**src/rtl/i2s_receiver.sv**
```systemverilog
// Slave-mode I2S capture: oversamples sclk/lrck/sdout on sys_clk, deserialises MSB-first
// half-frames and presents one PCM sample per channel through a valid/ready handshake.
module i2s_receiver #(
   parameter int BIT_DEPTH   = 24,
   parameter int SYNC_STAGES = 2,
   parameter int CNT_WIDTH   = $clog2(BIT_DEPTH) + 1
) (
   input  logic                 sys_clk,
   input  logic                 sys_reset_n,
   input  logic                 sclk,
   input  logic                 lrck,
   input  logic                 sdout,
   output logic [BIT_DEPTH-1:0] pcm_data_left,
   output logic [BIT_DEPTH-1:0] pcm_data_right,
   output logic [1:0]           pcm_data_valid,
   input  logic [1:0]           pcm_data_ready,
   output logic [1:0]           overrun,
   input  logic                 overrun_clear
);

   localparam int POS_W = $clog2(BIT_DEPTH);

   typedef enum logic [0:0] {
      ST_SYNC  = 1'b0,
      ST_SHIFT = 1'b1
   } state_t;

   logic [SYNC_STAGES-1:0] r_sclk_sync;
   logic [SYNC_STAGES-1:0] r_lrck_sync;
   logic [SYNC_STAGES-1:0] r_sdout_sync;
   logic                   r_sclk_q;

   state_t                 r_state;
   logic                   r_lrck_prev;
   logic [CNT_WIDTH-1:0]   r_idx;
   logic [BIT_DEPTH-1:0]   r_shreg;

   logic [BIT_DEPTH-1:0]   r_data_l;
   logic [BIT_DEPTH-1:0]   r_data_r;
   logic [1:0]             r_valid;
   logic [1:0]             r_overrun;

   logic                   w_sclk_s;
   logic                   w_lrck_s;
   logic                   w_sdout_s;
   logic                   w_rise;
   logic                   w_lr_change;
   logic                   w_idx_ok;
   logic [POS_W-1:0]       w_bit_pos;
   logic                   w_commit;
   logic [1:0]             w_commit_v;
   logic [1:0]             w_take;
   logic [1:0]             w_ovr_set;

   // Pin synchronisers plus the delayed sclk used for rise detection
   always_ff @(posedge sys_clk) begin
      if (!sys_reset_n) begin
         r_sclk_sync  <= '0;
         r_lrck_sync  <= '0;
         r_sdout_sync <= '0;
         r_sclk_q     <= 1'b0;
      end else begin
         r_sclk_sync  <= {r_sclk_sync[SYNC_STAGES-2:0], sclk};
         r_lrck_sync  <= {r_lrck_sync[SYNC_STAGES-2:0], lrck};
         r_sdout_sync <= {r_sdout_sync[SYNC_STAGES-2:0], sdout};
         r_sclk_q     <= w_sclk_s;
      end
   end

   assign w_sclk_s    = r_sclk_sync[SYNC_STAGES-1];
   assign w_lrck_s    = r_lrck_sync[SYNC_STAGES-1];
   assign w_sdout_s   = r_sdout_sync[SYNC_STAGES-1];
   assign w_rise      = w_sclk_s & ~r_sclk_q;
   assign w_lr_change = w_rise & (w_lrck_s != r_lrck_prev);
   assign w_idx_ok    = (r_idx < CNT_WIDTH'(BIT_DEPTH));
   assign w_bit_pos   = POS_W'(BIT_DEPTH - 1) - r_idx[POS_W-1:0];

   // A word closes on the rise that sees lrck flip; it belongs to the channel lrck was on
   assign w_commit    = (r_state == ST_SHIFT) & w_lr_change;
   assign w_commit_v  = {w_commit & ~r_lrck_prev, w_commit & r_lrck_prev};
   assign w_take      = r_valid & pcm_data_ready;
   assign w_ovr_set   = w_commit_v & r_valid & ~pcm_data_ready;

   // Frame-alignment FSM and MSB-first deserialiser
   always_ff @(posedge sys_clk) begin
      if (!sys_reset_n) begin
         r_state     <= ST_SYNC;
         r_lrck_prev <= 1'b0;
         r_idx       <= '0;
         r_shreg     <= '0;
      end else begin
         if (w_rise) begin
            r_lrck_prev <= w_lrck_s;
         end
         case (r_state)
            ST_SYNC: begin
               if (w_lr_change) begin
                  r_state <= ST_SHIFT;
                  r_idx   <= '0;
                  r_shreg <= '0;
               end
            end
            ST_SHIFT: begin
               // The bit on the lrck-change rise is the old word's tail and is discarded
               if (w_lr_change) begin
                  r_idx   <= '0;
                  r_shreg <= '0;
               end else if (w_rise && w_idx_ok) begin
                  r_shreg[w_bit_pos] <= w_sdout_s;
                  r_idx              <= r_idx + CNT_WIDTH'(1);
               end
            end
            default: begin
               r_state <= ST_SYNC;
               r_idx   <= '0;
               r_shreg <= '0;
            end
         endcase
      end
   end

   // Per-channel output holding registers, handshake and sticky overrun
   always_ff @(posedge sys_clk) begin
      if (!sys_reset_n) begin
         r_data_l  <= '0;
         r_data_r  <= '0;
         r_valid   <= 2'b00;
         r_overrun <= 2'b00;
      end else begin
         for (int ch = 0; ch < 2; ch++) begin
            if (w_commit_v[ch]) begin
               r_valid[ch] <= 1'b1;
            end else if (w_take[ch]) begin
               r_valid[ch] <= 1'b0;
            end
         end
         if (w_commit_v[1]) begin
            r_data_l <= r_shreg;
         end
         if (w_commit_v[0]) begin
            r_data_r <= r_shreg;
         end
         // A fresh overrun beats a simultaneous clear
         r_overrun <= w_ovr_set | (overrun_clear ? 2'b00 : r_overrun);
      end
   end

   assign pcm_data_left  = r_data_l;
   assign pcm_data_right = r_data_r;
   assign pcm_data_valid = r_valid;
   assign overrun        = r_overrun;

endmodule
```
**config.mk**
```make
export PLATFORM = sky130hd
export DESIGN_NAME = i2s_receiver
export DESIGN_NICKNAME = d
export VERILOG_FILES = /design/src/rtl/i2s_receiver.sv
export SDC_FILE = /design/constraint.sdc
export NUM_CORES = 1
export LEC_CHECK = 0
export CORE_MARGIN = 2
export CORE_UTILIZATION = 50
export CTS_BUF_LIST = sky130_fd_sc_hd__clkbuf_4
export CTS_CLUSTER_SIZE = 40
export DETAILED_ROUTE_END_ITERATION = 12
export PLACE_DENSITY = 0.84
export SYNTH_ARGS = -nofsm -noshare
export SYNTH_HDL_FRONTEND = slang
export SYNTH_SLANG_ARGS = --single-unit
```
**constraint.sdc**
```tcl
create_clock -name sys_clk -period 1.95 [get_ports sys_clk]
set_input_delay 0.2925 -clock sys_clk [delete_from_list [all_inputs] [get_ports sys_clk]]
set_output_delay 0.2925 -clock sys_clk [all_outputs]
set_load 0.01 [all_outputs]
```
==> results.md <==
- Status: completed
- Ant. Diodes: 0
- Synthesized instance count: 433
- Synth Cell Area: 3897 sq um
- Root Driver: clkbuf_4
- Power Total: 3.137 mW
- Buf/Inv on CP: 1
- CP max FO: 2
- Final Skew: 0.01569 ns
- Worst EP required: 1.66 ns
- Worst path cell trace: clkdlybuf4s50_1
- Synth-to-layout area growth: 20.16%
- Synth area leader: dfxtp_1
- RSZ-0062 raised after global routing: false
- Placed inst area: 4519 sq um
- Max-Cap Viols: 0
- Leak: 1.467 nW
- Final ANT Viol Nets: 0
- Placement Setup Slack: 0.2325 ns
- Final net count: 485
- DIE AREA: 8517 sq um
- Vias in the first global route: 3,054
- Starting Density: 50.97%
- RePlAce Congestion: 0.9515
- Synthesized area per cell: 9.001 sq um
- Synthesis Warnings: 0
- PnR worst setup slack: 0.3002 ns
- Drt pass-1 iters: 5
- CP Class: register to primary output
- CTS sink cnt: 91
- Total grt overflow: 0
- CTS tree: done
- Worst r2r src: r_sclk_q
- Power Density: 669.9 nW/um^2
- Min Hold Slack: 0.4260 ns
- # hold bufs at CTS: 0
- Num CTS Buffers: 9
- Post-synth top flop: dfxtp_1
- CP endpoint kind: primary output
- Hold Vio Cnt, Final: 0
- DP HPWL: 6.283 mm
- Seq cells post-synth: 91
- Number of library cell types mapped by synthesis: 39
- Clk_lat worst skew: 0.44 ns
- Hold path endpoint: r_sdout_sync[0]
- Max clock buf depth: 2
- Sequential share of the synthesized area: 46.74%
- Post-synth top cells: dfxtp_1 (91), nand3_1 (74), o21ai_0 (57)
- FF-to-FF End: pcm_data_right[19]
- Syn_nets: 445
- Core Footprint: 7647 sq um
- DR WL/cell: 15.80 um
- Antenna violations before repair: 0
- Worst reg2reg path depth: 4
- GRT Total Usage: 22.21%
- Highest Clock Rate: 0.6061 GHz
- Worst setup SP type: register
- EDFF count, synth: 0
- Final instance area: 4683 sq um
- Most numerous cell in the Yosys netlist: dfxtp_1
- Die Y: 92.29 um
- Fill cells: 657
- TNS Setup: 0 ns
- DRC Markers: 0
- First-pass GRT wire length: 15.03 mm
- Post-route minimum period: 1.650 ns
- Hold Crit Start: sdout
- Crit path max-delay family: buffers and inverters
- CP max stage delay: 0.54 ns
- Area contributors post-synth: dfxtp_1 (47%), nand3_1 (9.5%), a21boi_1 (8.9%)
- Slowest CP cell: clkdlybuf4s50_1
- Largest net degree at the start of global routing: 62
- Finished Layout Cells: 580
- Io pins: 60
- DR iter-0 viols: 315
- Rel. slew slack: 46.46%
- Worst hold path class: primary input to register
- Top cell type's share of synthesized area: 46.74%
- CP Data Arrival Time: 1.36 ns
- Die X: 92.29 um
- Final WL: 9.166 mm
- Placed Instances: 564
- CTS H-Tree Depth: 3
- Port buffer count: 59
- Asr flop ratio synth: 0%
- Slew Viols, Final: 0
- Worst-path clk slew: 0.14 ns
- Flop-to-flop setup slack: 0.31 ns
- Setup Viol. Count Final: 0
- Period utilization: 84.61%
- Max VDD drop: 0.0002836 V
- Actual slew at the worst max-slew pin: 0.8020 ns
- Total vias in the final route: 3,381
- Vias per inst: 5.829
- Share of cells above drive strength 1: 7.741%
- Final Util: 61.24%
- Std-Cell Rows: 32
- Hold path depth: 2
==> power by group <==
| group | switching, mW | internal [mW] | total [mW] |
|---|---|---|---|
| sequential | 0.0109 | 1.87 | 1.88 |
| combinational | 0.0559 | 0.0468 | 0.103 |
| clock | 0.623 | 0.535 | 1.16 |
| total | 0.690 | 2.45 | 3.14 |
==> worst max-delay path by stage <==
| stage | startpoint | endpoint | slack, ns | cells past startpoint |
|---|---|---|---|---|
| after floorplan | r_state | r_shreg[17] | 0.60 | 5 |
| after global placement | r_sclk_q | pcm_data_left[0] | 0.29 | 4 |
| after detailed placement | r_sclk_q | pcm_data_right[19] | 0.23 | 4 |
| after CTS | r_sclk_q | pcm_data_right[19] | 0.14 | 4 |
| after global routing | r_sclk_q | pcm_data_right[19] | 0.19 | 4 |
| final | pcm_data_right[19] | pcm_data_right[19] | 0.30 | 1 |
==> area by class of cell <==
class	instances	area [sq um]	area share, %
clock inverter	6	87.58	1.870
inverter	6	22.52	0.4809
clock buffer	10	75.07	1.603
tap	102	127.6	2.725
multi-input combinational	293	1847	39.43
sequential	91	1823	38.93
timing repair buffer	72	700.7	14.96
==> layout by cell type (no fill, tap or decap), types with 2 or more instances in the layout <==
| cell | instances |
|---|---|
| o21ai_0 | 57 |
| inv_1 | 6 |
| and2_1 | 9 |
| clkbuf_4 | 10 |
| o21ai_1 | 17 |
| buf_4 | 12 |
| o22ai_1 | 2 |
| dfxtp_1 | 90 |
| o31ai_1 | 2 |
| clkinvlp_4 | 2 |
| nand4b_1 | 5 |
| a21oi_1 | 29 |
| o21a_1 | 3 |
| a21boi_1 | 46 |
| nand4bb_1 | 6 |
| nand3_1 | 74 |
| nor4_1 | 3 |
| a21boi_0 | 2 |
| bufinv_16 | 2 |
| nand2b_1 | 3 |
| and4b_1 | 4 |
| and4bb_2 | 5 |
| clkdlybuf4s50_1 | 59 |
| ha_1 | 4 |
| nor2b_1 | 5 |
| nor2_1 | 3 |
==> registers in the layout, summed over array words and instances (netlist names) <==
register,count
pcm_data_left,24
r_sclk_q,1
r_lrck_prev,1
r_lrck_sync,2
pcm_data_valid,2
r_idx,6
r_state,1
overrun,2
pcm_data_right,24
r_sdout_sync,2
r_sclk_sync,2
r_shreg,24
==> kinds of logic after synthesis <==
group | synth area share [%]
compound gates | 23.76
simple gates | 21.86
mux | 0.2568
fa+ha+maj | 1.284
flops | 46.74
xor+xnor | 0.2248
buf+inv | 5.875
==> timing repair <==
item	CTS	global route
hold endpoints to repair	0	0
setup buffers	0	0
gates resized for setup	0	1
endpoints found under the setup margin	0	2
==> metal layers <==
metal  vias to the layer above  global-route usage (%)  part of all wire [%]
li1                       1651                       -                     -
met1                      1593                   29.92                    45
met2                       118                   35.78                    48
met3                        19                   4.068                   4.7
met4                         0                   8.209                   2.1
met5                         -                       0                     0
No activity file was read; power rests on OpenSTA's default activity.
